--- src/rtl/appr_mult_pkg.sv ---
// appr_mult_pkg: shared widths and accumulator state encoding for the approximate-multiplier datapath
package appr_mult_pkg;
  localparam int DEF_PROD_W = 32;
  localparam int DEF_ACC_W  = 40;
  localparam int DEF_CNT_W  = 16;
  typedef enum logic {
    ST_ACC  = 1'b0,
    ST_DONE = 1'b1
  } acc_state_t;
endpackage

--- src/rtl/appr_prod_acc_if.sv ---
// appr_prod_acc_if: product-beat input stream and result output stream of the accumulator
interface appr_prod_acc_if #(
  parameter int PROD_W = appr_mult_pkg::DEF_PROD_W,
  parameter int ACC_W  = appr_mult_pkg::DEF_ACC_W,
  parameter int CNT_W  = appr_mult_pkg::DEF_CNT_W
);
  logic              in_valid;
  logic [PROD_W-1:0] in_prod;
  logic              in_last;
  logic              in_ready;
  logic              out_valid;
  logic              out_ready;
  logic [ACC_W-1:0]  out_sum;
  logic [CNT_W-1:0]  out_count;
  logic              out_sat;
  modport master (
    output in_valid, in_prod, in_last, out_ready,
    input  in_ready, out_valid, out_sum, out_count, out_sat
  );
  modport slave (
    input  in_valid, in_prod, in_last, out_ready,
    output in_ready, out_valid, out_sum, out_count, out_sat
  );
endinterface

--- src/rtl/appr_prod_acc_sat_add.sv ---
// sat_add: signed add of a narrow addend to a wide accumulator, clamped to the accumulator range
module sat_add
  import appr_mult_pkg::*;
#(
  parameter int PROD_W = DEF_PROD_W,
  parameter int ACC_W  = DEF_ACC_W
) (
  input  logic [ACC_W-1:0]  i_acc,
  input  logic [PROD_W-1:0] i_add,
  output logic [ACC_W-1:0]  o_sum,
  output logic              o_ovf
);
  logic [ACC_W:0] w_full;
  // one guard bit: overflow shows as guard bit differing from the result sign, guard bit gives the true sign
  always_comb begin
    w_full = {i_acc[ACC_W-1], i_acc} + {{(ACC_W+1-PROD_W){i_add[PROD_W-1]}}, i_add};
    o_ovf  = w_full[ACC_W] ^ w_full[ACC_W-1];
    o_sum  = !o_ovf ? w_full[ACC_W-1:0] :
             w_full[ACC_W] ? {1'b1, {(ACC_W-1){1'b0}}} : {1'b0, {(ACC_W-1){1'b1}}};
  end
endmodule

--- src/rtl/appr_prod_acc.sv ---
// appr_prod_acc: saturating dot-product accumulator with beat count and sticky saturation flag
module appr_prod_acc
  import appr_mult_pkg::*;
#(
  parameter int PROD_W = DEF_PROD_W,
  parameter int ACC_W  = DEF_ACC_W,
  parameter int CNT_W  = DEF_CNT_W
) (
  input  logic               clk,
  input  logic               rst,
  input  logic               clr,
  appr_prod_acc_if.slave     bus
);
  acc_state_t       r_state, w_state_nxt;
  logic [ACC_W-1:0] r_acc, w_acc_nxt, w_sum;
  logic [CNT_W-1:0] r_cnt, w_cnt_nxt;
  logic             r_sat, w_sat_nxt, w_ovf, w_accept;

  sat_add #(.PROD_W(PROD_W), .ACC_W(ACC_W)) u_sat_add (
    .i_acc (r_acc),
    .i_add (bus.in_prod),
    .o_sum (w_sum),
    .o_ovf (w_ovf)
  );

  // outputs come straight from registers so in_prod never reaches an output combinationally
  always_comb begin
    bus.in_ready  = (r_state == ST_ACC) && !clr;
    bus.out_valid = r_state == ST_DONE;
    bus.out_sum   = r_acc;
    bus.out_count = r_cnt;
    bus.out_sat   = r_sat;
    w_accept      = bus.in_valid && bus.in_ready;
  end

  // flush (clr, or result taken) wins over everything; otherwise fold in an accepted beat
  always_comb begin
    w_state_nxt = r_state;
    w_acc_nxt   = r_acc;
    w_cnt_nxt   = r_cnt;
    w_sat_nxt   = r_sat;
    if (clr || (r_state == ST_DONE && bus.out_ready)) begin
      w_state_nxt = ST_ACC;
      w_acc_nxt   = '0;
      w_cnt_nxt   = '0;
      w_sat_nxt   = 1'b0;
    end else if (w_accept) begin
      w_state_nxt = bus.in_last ? ST_DONE : ST_ACC;
      w_acc_nxt   = w_sum;
      w_cnt_nxt   = &r_cnt ? r_cnt : r_cnt + 1'b1;
      w_sat_nxt   = r_sat | w_ovf;
    end
  end

  // state register with asynchronous reset discarding any partial or held result
  always_ff @(posedge clk or posedge rst) begin
    if (rst) begin
      r_state <= ST_ACC;
      r_acc   <= '0;
      r_cnt   <= '0;
      r_sat   <= 1'b0;
    end else begin
      r_state <= w_state_nxt;
      r_acc   <= w_acc_nxt;
      r_cnt   <= w_cnt_nxt;
      r_sat   <= w_sat_nxt;
    end
  end
endmodule

--- src/flat_wrapper.sv ---
// flat-port wrapper written by rule: the top's interface ports become plain ports
module appr_prod_acc_flat import appr_mult_pkg::*;
#(
  parameter int PROD_W = DEF_PROD_W,
  parameter int ACC_W  = DEF_ACC_W,
  parameter int CNT_W  = DEF_CNT_W
)
  (clk, rst, clr, bus_in_valid, bus_in_prod, bus_in_last, bus_out_ready, bus_in_ready, bus_out_valid, bus_out_sum, bus_out_count, bus_out_sat);
  appr_prod_acc_if #(.PROD_W(PROD_W), .ACC_W(ACC_W), .CNT_W(CNT_W)) bus_i ();
  input  logic clk;
  input  logic rst;
  input  logic clr;
  input wire logic [$bits(bus_i.in_valid)-1:0] bus_in_valid;
  input wire logic [$bits(bus_i.in_prod)-1:0] bus_in_prod;
  input wire logic [$bits(bus_i.in_last)-1:0] bus_in_last;
  input wire logic [$bits(bus_i.out_ready)-1:0] bus_out_ready;
  output wire logic [$bits(bus_i.in_ready)-1:0] bus_in_ready;
  output wire logic [$bits(bus_i.out_valid)-1:0] bus_out_valid;
  output wire logic [$bits(bus_i.out_sum)-1:0] bus_out_sum;
  output wire logic [$bits(bus_i.out_count)-1:0] bus_out_count;
  output wire logic [$bits(bus_i.out_sat)-1:0] bus_out_sat;
  assign bus_i.in_valid = bus_in_valid;
  assign bus_i.in_prod = bus_in_prod;
  assign bus_i.in_last = bus_in_last;
  assign bus_i.out_ready = bus_out_ready;
  assign bus_in_ready = bus_i.in_ready;
  assign bus_out_valid = bus_i.out_valid;
  assign bus_out_sum = bus_i.out_sum;
  assign bus_out_count = bus_i.out_count;
  assign bus_out_sat = bus_i.out_sat;
  appr_prod_acc #(.PROD_W(PROD_W), .ACC_W(ACC_W), .CNT_W(CNT_W)) u_core (.clk(clk), .rst(rst), .clr(clr), .bus(bus_i));
endmodule
--- config.mk ---
export PLATFORM = sky130hd
export DESIGN_NAME = appr_prod_acc_flat
export DESIGN_NICKNAME = d
export VERILOG_FILES = /design/src/rtl/appr_mult_pkg.sv /design/src/rtl/appr_prod_acc_if.sv /design/src/rtl/appr_prod_acc_sat_add.sv /design/src/rtl/appr_prod_acc.sv /design/src/flat_wrapper.sv
export SDC_FILE = /design/constraint.sdc
export NUM_CORES = 1
export LEC_CHECK = 0
export BUFFER_PORTS_ARGS = -buffer_cell sky130_fd_sc_hd__clkbuf_2
export CAP_MARGIN = 0
export CORE_UTILIZATION = 35
export CTS_CLUSTER_DIAMETER = 80
export CTS_CLUSTER_SIZE = 8
export DETAILED_ROUTE_END_ITERATION = 12
export HOLD_SLACK_MARGIN = 0.03
export PLACE_DENSITY = 0.57
export SETUP_SLACK_MARGIN = 0.02
export SLEW_MARGIN = 15
export SYNTH_ARGS = -nofsm -noshare
export SYNTH_HDL_FRONTEND = slang
export SYNTH_SLANG_ARGS = --single-unit
--- constraint.sdc ---
create_clock -name clk -period 4.7 [get_ports clk]
set_clock_uncertainty 0.1 [all_clocks]
set_input_delay 0.47 -clock clk [delete_from_list [all_inputs] [get_ports clk]]
set_output_delay 0.47 -clock clk [all_outputs]
set_load 0.02 [all_outputs]
Word-level counts from Yosys, hierarchy flattened

Index checks and enable logic that the tools add are counted.

Bits in registers: 58
Bits of input ports: 38
Output and inout port bits: 59
Word-level logic and storage cells: 30

Add/subtract/negate cells: 2
Eq/ne operators: 1
Multiplexer cells: 12
Bitwise gates (word level): 3
Reductions and logical operators: 8

Operators by type and width:

| operator                                                        | count |
|---|---|
| 40-bit 2-to-1 mux                                               | 4 |
| 16-bit 2-to-1 mux                                               | 3 |
| 40-bit by 32-bit adder with 41-bit output                       | 1 |
| 16-bit by 1-bit adder with 16-bit output, second input constant | 1 |
| 16-bit AND reduction                                            | 1 |
| 1-bit 2-to-1 mux                                                | 5 |
| 1-bit logical AND                                               | 3 |
| 2-bit by 1-bit != test with 1-bit output, second input constant | 1 |
| 2-bit AND reduction                                             | 1 |
| 2-bit nonzero test                                              | 1 |
| 1-bit zero test                                                 | 1 |
| 1-bit logical OR                                                | 1 |
| 1-bit NOT                                                       | 1 |
| 1-bit bitwise OR                                                | 1 |
| 1-bit XOR                                                       | 1 |

Longest topological paths before layout

Depth in word-level cells: 5
Mapped depth: 12
Mapped depth without buffers: 11

By module

A second synthesis with hierarchy kept.

Cells, all modules: 618
Area total of the unflattened synthesis: 5146.2 um^2

Modules (own cells, without submodules):

| module        | instances | cells each | area each (um^2) | seq. area each (um^2) |
|---|---|---|---|---|
| sat_add       | 1         | 378        | 2676.3           | 0.0 |
| appr_prod_acc | 1         | 240        | 2469.9           | 1451.4 |

Least setup slack after synthesis

OpenSTA, ideal clock, no wires.

Path kind: flip-flop to flip-flop
Start: register u_core.r_acc[0], in the netlist u_core.bus.out_sum[0]
End: register u_core.r_acc[10], in the netlist u_core.bus.out_sum[10]
Library setup time: 0.131 ns
Arrival: 3.191 ns
Required time: 4.469 ns
Slack: 1.278 ns
Cell stages (with the launch flop): 13
Buffers on the path: 1
Clock period less this slack: 3.422 ns
Path through: dfrtp_1 > ha_1 > fa_1 > a21o_1 > a221o_1 > a221oi_4 > nand2_2 > a22oi_4 > o311ai_2 > or4_4 > nand2_8 > buf_8 > a22oi_2

Longest elaborated chain between the ends: 5
Elaborated cells on any way between the ends: 6
Classes of those cells: add/sub (1); mux (4); bitwise (1)

Ends and longest elaborated chain:

| item                                           | RTL line                                                 | source |
|---|---|---|
| start, declared                                | appr_prod_acc.sv:15                                      | `logic [ACC_W-1:0] r_acc, w_acc_nxt, w_sum;` |
| start signal, assigned                         | appr_prod_acc.sv:64                                      | `r_acc <= w_acc_nxt;` |
| 40-bit by 32-bit adder with 41-bit output *    | appr_prod_acc_sat_add.sv:16                              | `w_full = {i_acc[ACC_W-1], i_acc} + {{(ACC_W+1-PROD_W){i_add[PROD_W-1]}}, i_add};` |
| 40-bit 2-to-1 mux or 1-bit XOR (tied branches) | appr_prod_acc_sat_add.sv:19, appr_prod_acc_sat_add.sv:17 |  |
| 40-bit 2-to-1 mux *                            | appr_prod_acc_sat_add.sv:18                              | `o_sum = !o_ovf ? w_full[ACC_W-1:0] :` |
| 40-bit 2-to-1 mux *                            | appr_prod_acc.sv:47                                      | `end else if (w_accept) begin` |
| 40-bit 2-to-1 mux *                            | appr_prod_acc.sv:42                                      | `if (clr \|\| (r_state == ST_DONE && bus.out_ready)) begin` |

Mark *: on every way between the ends. The rest lies on a longest branch, timed or not. The select of a mux whose other input is x is not followed.
A chain may end at the register's enable or synchronous reset.

Worst setup path after layout

Start: register u_core.r_acc[0], in the netlist u_core.bus.out_sum[0]
End: register u_core.r_acc[37], in the netlist u_core.bus.out_sum[37]

The elaborated chain is that of the path after synthesis.

==> results.sh <==
export IMPL_critPathMaxFanout=26
export IMPL_worstReg2RegStart="u_core.bus.out_sum[0]$_DFFE_PP0P_"
export IMPL_clock_path_buffers=2
export IMPL_max_cap_violations=0
export IMPL_globalRouteOverflowTotal=0
export IMPL_syn_area_um2=5020
export IMPL_drv_slew=0
export IMPL_clock_sinks=58
export IMPL_r2r_cells=12
export IMPL_seq_area_um2=1450
export IMPL_dr_pass1_iters=5
export IMPL_synth_xor_area_share_pct=8.20
export IMPL_postCtsSetupBuffers=0
export IMPL_critPathLaunch="u_core.bus.out_sum[0]$_DFFE_PP0P_"
export IMPL_synthSimpleGateAreaFrac_pct=17.8
export IMPL_synth_fa_ha_area_share_pct=10.6
export IMPL_rows=43
export IMPL_io_buffers=96
export IMPL_htree_levels=3
export IMPL_rsz0062_at_grt="no"
export IMPL_cts_clk_slew_worst_paths_ns=0.05
export IMPL_rrSetupSlack_ns=0.91
export IMPL_fin_area_um2=5930
export IMPL_layout_drive_gt1_share_pct=23.5
export IMPL_gp_congestion=0.890
export IMPL_synth_seq_cells=58
export IMPL_wirelength_um=13400
export IMPL_vias_per_cell=5.45
export IMPL_period_share_pct=80.7
export IMPL_hold_class="primary input to asynchronous set/reset pin"
export IMPL_synthCells=583
export IMPL_critPathCaptureType="register"
export IMPL_ys_types=58
export IMPL_wl_per_cell_um=15.7
export IMPL_setup_tns_ns=0
export IMPL_ctsResizeCount=0
export IMPL_yosysWarnings=0
export IMPL_worstPathRequired_ns=4.80
export IMPL_initialDrtViolationCount=250
export IMPL_place_hpwl_um=10000
export IMPL_drtAntennaViolNets=0
export IMPL_die_h_um=122
export IMPL_dp_cells=838
export IMPL_cts_tree="yes"
export IMPL_vias=4651
export IMPL_syn_nets=663
export IMPL_crit_type="register to register"
export IMPL_synth_edf_count=0
export IMPL_status="completed"
export IMPL_startpoint_type="register"
export IMPL_area_growth_syn_to_layout_pct=18.1
export IMPL_clockRootBuffer="clkbuf_16"
export IMPL_arrival_ns=3.89
export IMPL_grt_util_all_layers_pct=19.0
export IMPL_io_pins=97
export IMPL_ys_seq_area_share_pct=28.9
export IMPL_synth_compound_area_share_pct=30.9
export IMPL_fill_cells=1413
export IMPL_grt_max_degree=74
export IMPL_cp_endpoint="u_core.bus.out_sum[37]$_DFFE_PP0P_"
export IMPL_ir_drop_uv=285
export IMPL_grt_pass1_vias=4586
export IMPL_num_antenna_cells=0
export IMPL_fmax_ghz=0.264
export IMPL_die_width_um=122
export IMPL_place_area_um2=5640
export IMPL_cts_buffers=9
export IMPL_p_leak_nw=2.87
export IMPL_stdcell_count=853
export IMPL_synth_top_family_by_area="compound AO/OA/AOI/OAI gates"
export IMPL_avgSynthCellArea_um2=8.61
export IMPL_layout_min_cycle_time_ns=3.79
export IMPL_setup_viol=0
export IMPL_core_area_um2=13900
export IMPL_relSlewSlack_pct=32.3
export IMPL_ys_flop_type="dfrtp_1"
export IMPL_p_per_area_nw_per_um2=668
export IMPL_rr_endpoint="u_core.bus.out_sum[37]$_DFFE_PP0P_"
export IMPL_multi_input_area_um2=3410
export IMPL_async_reset_ff_share_pct=100
export IMPL_nets=749
export IMPL_start_util_pct=36.0
export IMPL_antenna_found_initial=0
export IMPL_grt_pass1_wl_um=22300
export IMPL_finalHoldViolCount=0
export IMPL_ctsHoldBuffers=0
export IMPL_drc=0
export IMPL_clk_latency_ns=0.33
export IMPL_hold_ws_ns=0.0496
export IMPL_worstMarginPinSlew_ns=1.01
export IMPL_synthMuxAreaShare_pct=0.199
export IMPL_die_area_um2=14800
stage by stage:
| stage | setup slack, ns | total power (W) | util (%) |
|---|---|---|---|
| detailed placement | 0.788 | 0.00330 | 40.5 |
| global route | 0.635 | 0.00429 | 42.6 |
| floorplan | 1.28 | 0.00271 | - |
| CTS | 0.895 | 0.00398 | 42.6 |
| global placement | 0.859 | 0.00328 | 40.5 |
| finish | 0.908 | 0.00396 | 42.6 |
Yosys cell counts (13+ instances only):
library cell	n	area share [%]
xnor2_1	22	3.8
a21oi_1	81	8.1
a22oi_2	30	7.5
xor2_1	25	4.4
nand2_1	80	6.0
a21o_1	22	3.3
nor2_1	37	2.8
ha_1	41	10
o21ai_0	29	2.9
nand3_1	13	1.3
clkbuf_1	14	1.0
dfrtp_1	58	29
layer usage:
metal / global-route usage (%) / share of wire, % / up-vias
met3: 3.14 / 3.7 / 14
met5: 0 / 0 / -
met2: 30.5 / 46 / 107
met1: 25.4 / 49 / 2194
li1: - / - / 2336
met4: 7.02 / 1.6 / 0
report_power, final:
part,total (W),internal [W],switching [W]
sequential,0.000842,0.000657,0.000185
clock,0.000651,0.000420,0.000231
combinational,0.00247,0.000958,0.00151
cells by family (layout without fill, tap and decap cells):
family | Yosys count | count (layout)
buf+inv | 34 | 124
xor+xnor | 47 | 47
compound gates | 216 | 216
mux | 1 | 1
fa+ha+maj | 42 | 42
simple gates | 185 | 185
flops | 58 | 58
final cells by class:
type / instances / area share [%]
clock inverter: 3 / 0.675
tap: 180 / 3.80
sequential: 58 / 24.5
clock buffer: 12 / 4.16
timing repair buffer: 99 / 8.69
inverter: 10 / 0.633
multi-input combinational: 491 / 57.6
cell usage in the layout (no fill, tap or decap), drive strengths merged, types with 2 or more instances in the layout:
cell type	n
xor2	25
o21ai	30
o211ai	8
a31o	2
o21bai	2
buf	3
or3	9
nand4	10
and2	4
a211oi	5
nand2b	3
nand3	13
a21o	22
clkbuf	108
inv	10
xnor2	22
a21boi	4
nand2	82
and4	2
and3	10
dfrtp	58
o311ai	2
clkinv	2
a31oi	10
nor2b	4
a22oi	36
a211o	2
nor3	5
a221oi	2
nor4	2
ha	41
a21oi	82
nor4b	3
nor2	37
sequential cells by signal, summed over array words and instances (netlist names):
signal                count
u_core.bus.out_sum       40
u_core.bus.out_count     16
u_core.bus.out_sat        1
u_core.bus.out_valid      1
worst max-delay path, stage by stage (launching register included):
cell      delay [ns]
dfrtp_1         0.41
ha_1            0.26
fa_1            0.41
a21o_1          0.19
a221o_1         0.38
a221oi_4        0.40
nand2_2         0.11
a22oi_4         0.22
o311ai_2        0.13
o22ai_1         0.22
xnor2_2         0.41
buf_12          0.30
a31oi_1         0.11
worst min path at each step:
stage                                       startpoint                                 end  slack, ns  cells past startpoint
finish                                             rst   u_core.bus.out_sum[2]$_DFFE_PP0P_       0.05                      2
global route                                       rst   u_core.bus.out_sum[2]$_DFFE_PP0P_       0.09                      2
CTS                                                rst   u_core.bus.out_sum[2]$_DFFE_PP0P_       0.06                      2
detailed placement  u_core.bus.out_sum[39]$_DFFE_PP0P_  u_core.bus.out_sum[39]$_DFFE_PP0P_       0.41                      2
global placement                                   rst   u_core.bus.out_sum[2]$_DFFE_PP0P_       0.41                      2
floorplan               u_core.bus.out_sat$_DFFE_PP0P_      u_core.bus.out_sat$_DFFE_PP0P_       0.49                      2
No activity file was read; power rests on OpenSTA's default activity.
